[src/rtl/neurosync_play_feedback.sv]
// Responder side of the play handshake: judges the player's answer and plays
// a buzzer beep pattern (double high beep = correct, single low beep = wrong),
// then pulses pronto_play and holds acertou_play for the game controller.
//
// state  | meaning
// OCIOSO | idle, waiting for a play request
// TOCA   | beep in progress, buzzer toggling at the selected tone
// PAUSA  | silent gap between beeps
// PRONTO | one-cycle done pulse back to the controller
module neurosync_play_feedback #(
  parameter int unsigned DIV_OK    = 4,
  parameter int unsigned DIV_ERR   = 8,
  parameter int unsigned BEEP_LEN  = 32,
  parameter int unsigned GAP_LEN   = 16,
  parameter int unsigned BEEPS_OK  = 2,
  parameter int unsigned BEEPS_ERR = 1
) (
  input  logic       clock,
  input  logic       reset,
  input  logic       play,
  input  logic       cancela,
  input  logic       modo_resposta,
  input  logic [1:0] resposta,
  input  logic [1:0] esperado,
  output logic       buzzer,
  output logic       tocando,
  output logic       pronto_play,
  output logic       acertou_play
);

  typedef enum logic [1:0] {OCIOSO, TOCA, PAUSA, PRONTO} state_t;

  // Counters reload with length-1 and run down to zero.
  localparam logic [15:0] DIV_OK_M1  = 16'(DIV_OK - 1);
  localparam logic [15:0] DIV_ERR_M1 = 16'(DIV_ERR - 1);
  localparam logic [15:0] BEEP_M1    = 16'(BEEP_LEN - 1);
  localparam logic [15:0] GAP_M1     = 16'(GAP_LEN - 1);
  localparam logic [15:0] N_OK       = 16'(BEEPS_OK);
  localparam logic [15:0] N_ERR      = 16'(BEEPS_ERR);

  state_t      state, state_nxt;
  logic [15:0] cnt;
  logic [15:0] tone_cnt;
  logic [15:0] div_sel;
  logic [15:0] beeps_left;
  logic        acerto_in;
  logic [15:0] div_in;
  logic [15:0] n_in;
  logic        start;

  // Judge the incoming request; confirmation mode always counts as correct.
  always_comb begin
    acerto_in = !modo_resposta || (resposta == esperado);
    div_in    = acerto_in ? DIV_OK_M1 : DIV_ERR_M1;
    n_in      = !modo_resposta ? 16'd1 : (acerto_in ? N_OK : N_ERR);
    start     = (state == OCIOSO) && play && !cancela;
  end

  // State register.
  always_ff @(posedge clock or negedge reset) begin
    if (!reset) state <= OCIOSO;
    else        state <= state_nxt;
  end

  // Next-state logic; cancela overrides everything and returns to idle.
  always_comb begin
    state_nxt = state;
    case (state)
      OCIOSO: if (play) state_nxt = TOCA;
      TOCA:   if (cnt == 16'd0) state_nxt = (beeps_left == 16'd1) ? PRONTO : PAUSA;
      PAUSA:  if (cnt == 16'd0) state_nxt = TOCA;
      PRONTO: state_nxt = OCIOSO;
      default: state_nxt = OCIOSO;
    endcase
    if (cancela) state_nxt = OCIOSO;
  end

  // Phase/tone counters, registered buzzer and held result.
  always_ff @(posedge clock or negedge reset) begin
    if (!reset) begin
      cnt          <= '0;
      tone_cnt     <= '0;
      div_sel      <= '0;
      beeps_left   <= '0;
      buzzer       <= 1'b0;
      acertou_play <= 1'b0;
    end else begin
      case (state)
        OCIOSO: begin
          buzzer <= 1'b0;
          if (start) begin
            acertou_play <= acerto_in;
            div_sel      <= div_in;
            beeps_left   <= n_in;
            cnt          <= BEEP_M1;
            tone_cnt     <= div_in;
            buzzer       <= 1'b1;
          end
        end
        TOCA: begin
          if (cnt == 16'd0) begin
            buzzer     <= 1'b0;
            beeps_left <= beeps_left - 16'd1;
            cnt        <= GAP_M1;
          end else begin
            cnt <= cnt - 16'd1;
            if (tone_cnt == 16'd0) begin
              buzzer   <= ~buzzer;
              tone_cnt <= div_sel;
            end else begin
              tone_cnt <= tone_cnt - 16'd1;
            end
          end
        end
        PAUSA: begin
          buzzer <= 1'b0;
          if (cnt == 16'd0) begin
            cnt      <= BEEP_M1;
            tone_cnt <= div_sel;
            buzzer   <= 1'b1;
          end else begin
            cnt <= cnt - 16'd1;
          end
        end
        default: buzzer <= 1'b0;
      endcase
      if (cancela) buzzer <= 1'b0;
    end
  end

  // Status outputs decode straight from the state register.
  always_comb begin
    tocando     = (state == TOCA) || (state == PAUSA);
    pronto_play = (state == PRONTO);
  end

endmodule

[config.mk]
export PLATFORM = sky130hd
export DESIGN_NAME = neurosync_play_feedback
export DESIGN_NICKNAME = d
export VERILOG_FILES = /design/src/rtl/neurosync_play_feedback.sv
export SDC_FILE = /design/constraint.sdc
export NUM_CORES = 1
export LEC_CHECK = 0
export ABC_CLOCK_PERIOD_IN_PS = 3000
export BUFFER_PORTS_ARGS = -buffer_cell sky130_fd_sc_hd__buf_2
export CORE_MARGIN = 2
export CORE_UTILIZATION = 64
export CTS_BUF_LIST = sky130_fd_sc_hd__clkbuf_2 sky130_fd_sc_hd__clkbuf_4 sky130_fd_sc_hd__clkbuf_8
export CTS_CLUSTER_SIZE = 25
export DETAILED_ROUTE_END_ITERATION = 8
export GPL_ROUTABILITY_DRIVEN = 0
export GPL_TIMING_DRIVEN = 0
export PLACE_DENSITY_LB_ADDON = 0.1
export SYNTH_ARGS = -nofsm -noshare
export SYNTH_HDL_FRONTEND = slang
export SYNTH_SLANG_ARGS = --single-unit
[constraint.sdc]
create_clock -name clock -period 3 [get_ports clock]
set_input_delay 0.75 -clock clock [delete_from_list [all_inputs] [get_ports clock]]
set_output_delay 0.75 -clock clock [all_outputs]
set_load 0.01 [all_outputs]
==> results of run 1 <==
[final cells by class]
| cell class | count | share of cell area [%] |
|---|---|---|
| Multi-Input combinational cell | 283 | 51.4 |
| Clock buffer | 6 | 2.28 |
| Buffer | 18 | 2.38 |
| Inverter | 15 | 1.55 |
| Clock inverter | 1 | 0.828 |
| Tap cell | 70 | 2.42 |
| Timing Repair Buffer | 13 | 1.86 |
| Sequential cell | 54 | 37.3 |
[final timing paths]
| check | startpoint | endpoint | slack (ns) |
|---|---|---|---|
| setup / recovery | cnt[8] | beeps_left[6] | 0.16 |
| hold / removal | div_sel[1] | div_sel[1] | 0.50 |
| setup reg to reg | cnt[8] | beeps_left[6] | 0.16 |
| hold reg to reg | div_sel[1] | div_sel[1] | 0.50 |
| max in group asynchronous | reset | beeps_left[4] | 1.55 |
| min in group asynchronous | reset | cnt[10] | 0.68 |
[routing by layer]
metal	up-vias	global-route usage, %	wire length (um)
li1	1422	-	-
met1	1447	38.8	3480
met2	99	46.1	3710
met3	13	3.79	332
met4	0	8.91	115
met5	-	0	0
[synthesized netlist by cell type (3+ instances only)]
| cell | instances |
|---|---|
| ha_1 | 11 |
| nand2b_1 | 5 |
| o22a_1 | 3 |
| o21ai_0 | 11 |
| xnor2_1 | 13 |
| a211oi_1 | 10 |
| nor4_1 | 7 |
| o22ai_1 | 4 |
| a31oi_1 | 10 |
| dfrtp_1 | 54 |
| nand2_1 | 23 |
| nor2b_1 | 4 |
| and3_1 | 3 |
| a21o_1 | 4 |
| a21oi_1 | 24 |
| nor2_1 | 41 |
| nand3_1 | 13 |
| a22o_1 | 7 |
| or3_1 | 6 |
| nor3_1 | 22 |
| o21ai_1 | 10 |
| clkbuf_1 | 12 |
| a2111oi_2 | 8 |
| xor2_1 | 3 |
| inv_1 | 14 |
| nand3b_1 | 3 |
[registers in the layout, indices dropped and copies added (netlist names)]
name	flops
acertou_play	1
buzzer	1
div_sel	2
tone_cnt	16
beeps_left	16
state	2
cnt	16
[power breakdown]
group / internal [mW] / switching, mW / leakage, nW / total (mW)
clock network: 0.267 / 0.234 / 0.0573 / 0.502
logic: 0.362 / 0.645 / 0.814 / 1.01
registers: 0.883 / 0.161 / 0.703 / 1.04
total: 1.51 / 1.04 / 1.57 / 2.55
[cell families (layout without fill, tap and decap cells)]
logic type	after synthesis	count (layout)
multiplexers	3	3
adder cells (fa/ha/maj)	11	11
buffers and inverters	33	53
flip-flops	54	54
XOR/XNOR	16	16
AO/OA/AOI/OAI	113	113
AND/OR/NAND/NOR	140	140
[critical path, delay by kind of cell (launching register included)]
kind            cells  cell delay [ns]
xor+xnor            1             0.16
flops               1             0.45
compound gates      1             0.38
buf+inv             3             0.60
simple gates        3             1.13
[stage by stage]
step,utilization [%],power (mW)
2_1_floorplan,-,1.79
3_3_place_gp,68.6,2.00
3_5_place_dp,68.6,2.04
4_1_cts,71.0,2.54
5_1_grt,71.4,2.74
6_report,71.4,2.55
[timing repair]
| item | 4_1_cts | 5_1_grt |
|---|---|---|
| endpoints found under the setup margin | 5 | 17 |
| gates cloned | 0 | 0 |
| pin swaps | 0 | 1 |
| resized for setup | 2 | 4 |
| setup buffers | 0 | 1 |
==> impl_metrics.tcl, run 1 <==
set metrics [dict create \
    drcViolationCount 0 \
    finalClockSkew_ns 0.0105 \
    crit_required_ns 3.19 \
    clock-root-buffer "clkbuf_8" \
    synth-xor-area-share_pct 4.20 \
    worstSkewPairLatency_ns 0.31 \
    synthFlopType "dfrtp_1" \
    antenna_found_initial 0 \
    clock_sinks 54 \
    synth_cell_types 59 \
    max-cap-violations 0 \
    die_area_sq_mm 0.00580 \
    syn_to_final_growth_pct 8.78 \
    synthCells 370 \
    slew_viol_final 0 \
    final_common_cell "dfrtp_1" \
    synth_area_sq_mm 0.00333 \
    end_kind "flip-flop" \
    diodes 0 \
    routed_wl_um 7640 \
    startpoint_type "flip-flop" \
    nets 410 \
    grt_pass1_wl_um 13300 \
    power_density_mw_per_mm2 704 \
    wl_per_cell_um 16.6 \
    vdd.ir_drop.worst_v 0.000495 \
    status "complete, no violations" \
    io_pins 13 \
    path_cells "or4_1 > buf_2 > or4_4 > buf_6 > clkbuf_1 > a211oi_1 > xnor2_1 > nor2_1" \
    fp.dieW_um 76.2 \
    hold_violations 0 \
    drive_gt1_share_pct 10.0 \
    synth_top_family_by_area "compound AO/OA/AOI/OAI gates" \
    yosysTopAreaCell "dfrtp_1" \
    synthMuxAreaShare_pct 0.938 \
    core_area_sq_mm 0.00507 \
    ant_nets 0 \
    grt_max_degree 55 \
    num_vias 2981 \
    worstRegToRegCells 8 \
    min_period_over_period_pct 94.8 \
    placed_area_sq_mm 0.00348 \
    rsz0062_at_grt "false" \
    yosys-top-cells-area "dfrtp_1 41%, nor2_1 4.6%, ha_1 4.1%, a21oi_1 3.6%, a2111oi_2 3.6%" \
    whs_ns 0.503 \
    clockBufferDepth 2 \
    grt_use_total_pct 28.0 \
    fin_ws_ns 0.156 \
    finalSetupViolCount 0 \
    numPlacedInstances 452 \
    hpwl_um 5450 \
    min_path_cells 1 \
    synth_edf_count 0 \
    final_cell_mix "54 x dfrtp_1, 41 x nor2_1, 24 x a21oi_1, 23 x nand2_1, 21 x nor3_1" \
    tns_ns 0 \
    ys_seq_elements 54 \
    fin_cells 460 \
    yosysSeqAreaShare_pct 40.5 \
    clk_pin_slew_ns 0.10 \
    p_leak_nw 1.57 \
    cts_max_level 2 \
    ys_warn_count 0 \
    first_iter_violations 348 \
    rows 26 \
    yosys.area_share.simple_pct 21.4 \
    max_slew_margin_pct 18.6 \
    grt.overflow.total 0 \
    yosysTopAreaCellShare_pct 40.5 \
    crit_fanout 10 \
    dieHeight_um 76.2 \
    slowest_delay_ns 0.55 \
    hold_class "reg2reg" \
    cts_buffers 5 \
    ctsHoldBuffers 0 \
    synth_nets 390 \
    drtPass1Iterations 5 \
    n_fill_cell 413 \
    multi_input_area_sq_mm 0.00186 \
    worst-setup-path-type "reg2reg" \
    grt_pass1_vias 2846 \
    fin_area_sq_mm 0.00363 \
    ff_latch_area_sq_mm 0.00135 \
    worst-slew-pin-transition_ns 1.22 \
    period_minus_slack_ns 2.84 \
    synthAdderAreaFrac_pct 4.13 \
    portBuffers 12 \
    synth_compound_area_share_pct 24.5 \
    cts_tree "done" \
    start_util_pct 65.7 \
    async_reset_ff_share_pct 100 \
    syn_avg_cell_area_sq_um 9.01 \
    critPathSlowestCell "or4_4" \
    place_ws_ns -0.256 \
    post_drt_via_cell_ratio 6.48 \
    fmax_mhz 352 \
    arrival_ns 3.03 \
]
Power figures use the tool's default switching activity.
==> run 2, diff against run 1 <==
--- a/config.mk
+++ b/config.mk
@@ -5,10 +5,11 @@
 export SDC_FILE = /design/constraint.sdc
 export NUM_CORES = 1
 export LEC_CHECK = 0
+export ABC_AREA = 1
 export ABC_CLOCK_PERIOD_IN_PS = 3000
 export BUFFER_PORTS_ARGS = -buffer_cell sky130_fd_sc_hd__buf_2
 export CORE_MARGIN = 2
-export CORE_UTILIZATION = 64
+export CORE_UTILIZATION = 65
 export CTS_BUF_LIST = sky130_fd_sc_hd__clkbuf_2 sky130_fd_sc_hd__clkbuf_4 sky130_fd_sc_hd__clkbuf_8
 export CTS_CLUSTER_SIZE = 25
 export DETAILED_ROUTE_END_ITERATION = 8
==> run 2 against run 1 <==
Total power grew 71%. Flip-flop and latch count unchanged. First-iteration DRC count fell by 18%. Sequential power up 7%. Critical path type unchanged. Critical endpoint is now cnt[4]. Largest cell class unchanged.
==> impl_metrics.tcl, run 2 <==
set metrics [dict create \
    fin_ws_ns 0.931 \
    p_sw_share_pct 52.5 \
    io_pins 13 \
    routed_wl_um 8390 \
    worst-slew-pin-transition_ns 1.20 \
    grt_pass1_vias 3187 \
    grt_pass1_wl_um 14400 \
    clock_sinks 54 \
    dieHeight_um 79.7 \
    drive_gt1_share_pct 9.59 \
    worstSkewPairLatency_ns 0.32 \
    synthCells 543 \
    yosysSeqAreaShare_pct 36.3 \
    synth_cell_types 38 \
    drtPass1Iterations 6 \
    synthFlopType "dfrtp_1" \
    clockBufferDepth 2 \
    power_frac_seq_pct 25.5 \
    clock-root-buffer "clkbuf_8" \
    post_drt_via_cell_ratio 5.51 \
    start_util_pct 67.6 \
    synthMostInstantiatedCell "nand2_1" \
    synth_nets 563 \
    synth_common_cells "160 x nand2_1, 90 x nor2_1, 72 x nand3_1" \
    syn_avg_cell_area_sq_um 6.85 \
    grt_use_total_pct 28.8 \
    antenna_found_initial 0 \
    grt.overflow.total 0 \
    hold_violations 0 \
    max_slew_margin_pct 20.2 \
    yosysTopAreaCellShare_pct 36.3 \
    final_common_cell "nand2_1" \
    rows 27 \
    first_iter_violations 287 \
    clk_pin_slew_ns 0.11 \
    fp.dieW_um 79.7 \
    async_reset_ff_share_pct 100 \
    reg.largest.list "beeps_left: 16 flops, cnt: 16 flops, tone_cnt: 16 flops" \
    fin_cells 635 \
    place_ws_ns 0.730 \
    power_density_mw_per_mm2 1090 \
    portBuffers 12 \
    diodes 0 \
    period_minus_slack_ns 2.07 \
    nets 582 \
    startpoint_type "flip-flop" \
    ctsHoldBuffers 0 \
    worst-setup-path-type "reg2reg" \
    cts_resized 0 \
    min_period_over_period_pct 69.0 \
    power_switching_mw 2.29 \
    ant_nets 0 \
    cts_tree "done" \
    status "complete, no violations" \
    rsz0062_at_grt "false" \
    yosys-top-cells-area "dfrtp_1 36%, nand2_1 16%, nand3_1 9.7%, nor2_1 9.1%, inv_1 5.1%" \
    max-cap-violations 0 \
    synth_area_sq_mm 0.00372 \
    final_cell_mix "160 x nand2_1, 90 x nor2_1, 72 x nand3_1, 54 x dfrtp_1, 51 x inv_1" \
    crit_fanout 10 \
    placed_area_sq_mm 0.00387 \
    clock_power_share_pct 11.7 \
    arrival_ns 2.30 \
    fmax_mhz 483 \
    synth_edf_count 0 \
    n_fill_cell 494 \
    fin_area_sq_mm 0.00399 \
    numPlacedInstances 627 \
    wl_per_cell_um 13.2 \
    vdd.ir_drop.worst_v 0.000675 \
    die_area_sq_mm 0.00635 \
    num_vias 3502 \
    drcViolationCount 0 \
    cts_buffers 5 \
    finalClockSkew_ns 0.0115 \
    internal-power_mw 2.07 \
    finalSetupViolCount 0 \
    syn_to_final_growth_pct 7.09 \
    cts_max_level 2 \
    yosysTopAreaCell "dfrtp_1" \
    p_comb_share_pct 62.7 \
    ys_warn_count 0 \
    ys_seq_elements 54 \
    grt_max_degree 55 \
    hpwl_um 6130 \
    end_kind "flip-flop" \
    utilization_pct 72.4 \
    p_leak_nw 2.12 \
    hold_class "reg2reg" \
    tns_ns 0 \
    crit_required_ns 3.23 \
    post_cts_buffers 0 \
    core_area_sq_mm 0.00551 \
    slew_viol_final 0 \
]
==> run 2: changes by cell type in the layout (fill, tap and decap cells not counted), moves of 11 or more <==
cell     change
nand2_1    +137
nand3_1     +59
nor2_1      +49
inv_1       +37
nor3_1      -17
a21oi_1     -15
o21ai_0     +11
==> run 2: per-layer routing <==
metal  track usage, %  wire length (um)  vias up
li1                 -                 -     1759
met1             39.7              4080     1647
met2             47.1              3870       85
met3             4.86               354       11
met4             7.41                85        0
met5                0                 0        -
==> run 2: stage by stage <==
stage / hold WS [ns] / power (mW)
2_1_floorplan: 0.449 / 3.20
3_3_place_gp: 0.464 / 3.72
3_5_place_dp: 0.481 / 3.82
4_1_cts: 0.504 / 4.34
5_1_grt: 0.544 / 4.80
6_report: 0.508 / 4.36
==> run 2: critical path, cell delays in order (launching register included) <==
cell     delay (ns)
dfrtp_1        0.44
inv_1          0.11
ha_1           0.21
nand3_1        0.18
nand2_1        0.12
nand2_1        0.14
buf_2          0.23
nor2_1         0.32
nand2_1        0.09
o21ai_0        0.08
inv_1          0.05
==> run 2: logic make-up after synthesis <==
family | after synthesis | synth area share (%)
buf+inv | 69 | 8.10
compound gates | 51 | 8.51
flops | 54 | 36.3
xor+xnor | 17 | 4.00
simple gates | 341 | 39.4
fa+ha+maj | 11 | 3.70
==> run 2: path summary, 6_finish.rpt <==
check                        startpoint           end  slack (ns)  cells past startpoint
max in group asynchronous         reset    div_sel[1]        1.61                      1
min                        acertou_play  acertou_play        0.51                      1
max                            state[1]        cnt[4]        0.93                     10
min in group asynchronous         reset       cnt[13]        0.66                      1
min reg2reg                acertou_play  acertou_play        0.51                      1
max reg2reg                    state[1]        cnt[4]        0.93                     10
==> run 2: power groups by stage <==
stage                     sequential, mW  clock (mW)  combinational, mW
after detailed placement            1.12           0               2.70
after global placement              1.11           0               2.61
after floorplan                     1.08           0               2.13
after global routing                1.14       0.548               3.11
final                               1.11       0.512               2.73
after CTS                           1.11       0.519               2.72
==> run 2: final cells by class <==
cell class | count | area, sq um | area share (%)
multi-input combinational | 420 | 2070 | 51.9
sequential | 54 | 1350 | 33.9
inverter | 56 | 215 | 5.40
tap | 72 | 90.1 | 2.26
buffer | 13 | 86.3 | 2.17
clock buffer | 5 | 68.8 | 1.73
timing repair buffer | 12 | 60.1 | 1.51
clock inverter | 3 | 45.0 | 1.13
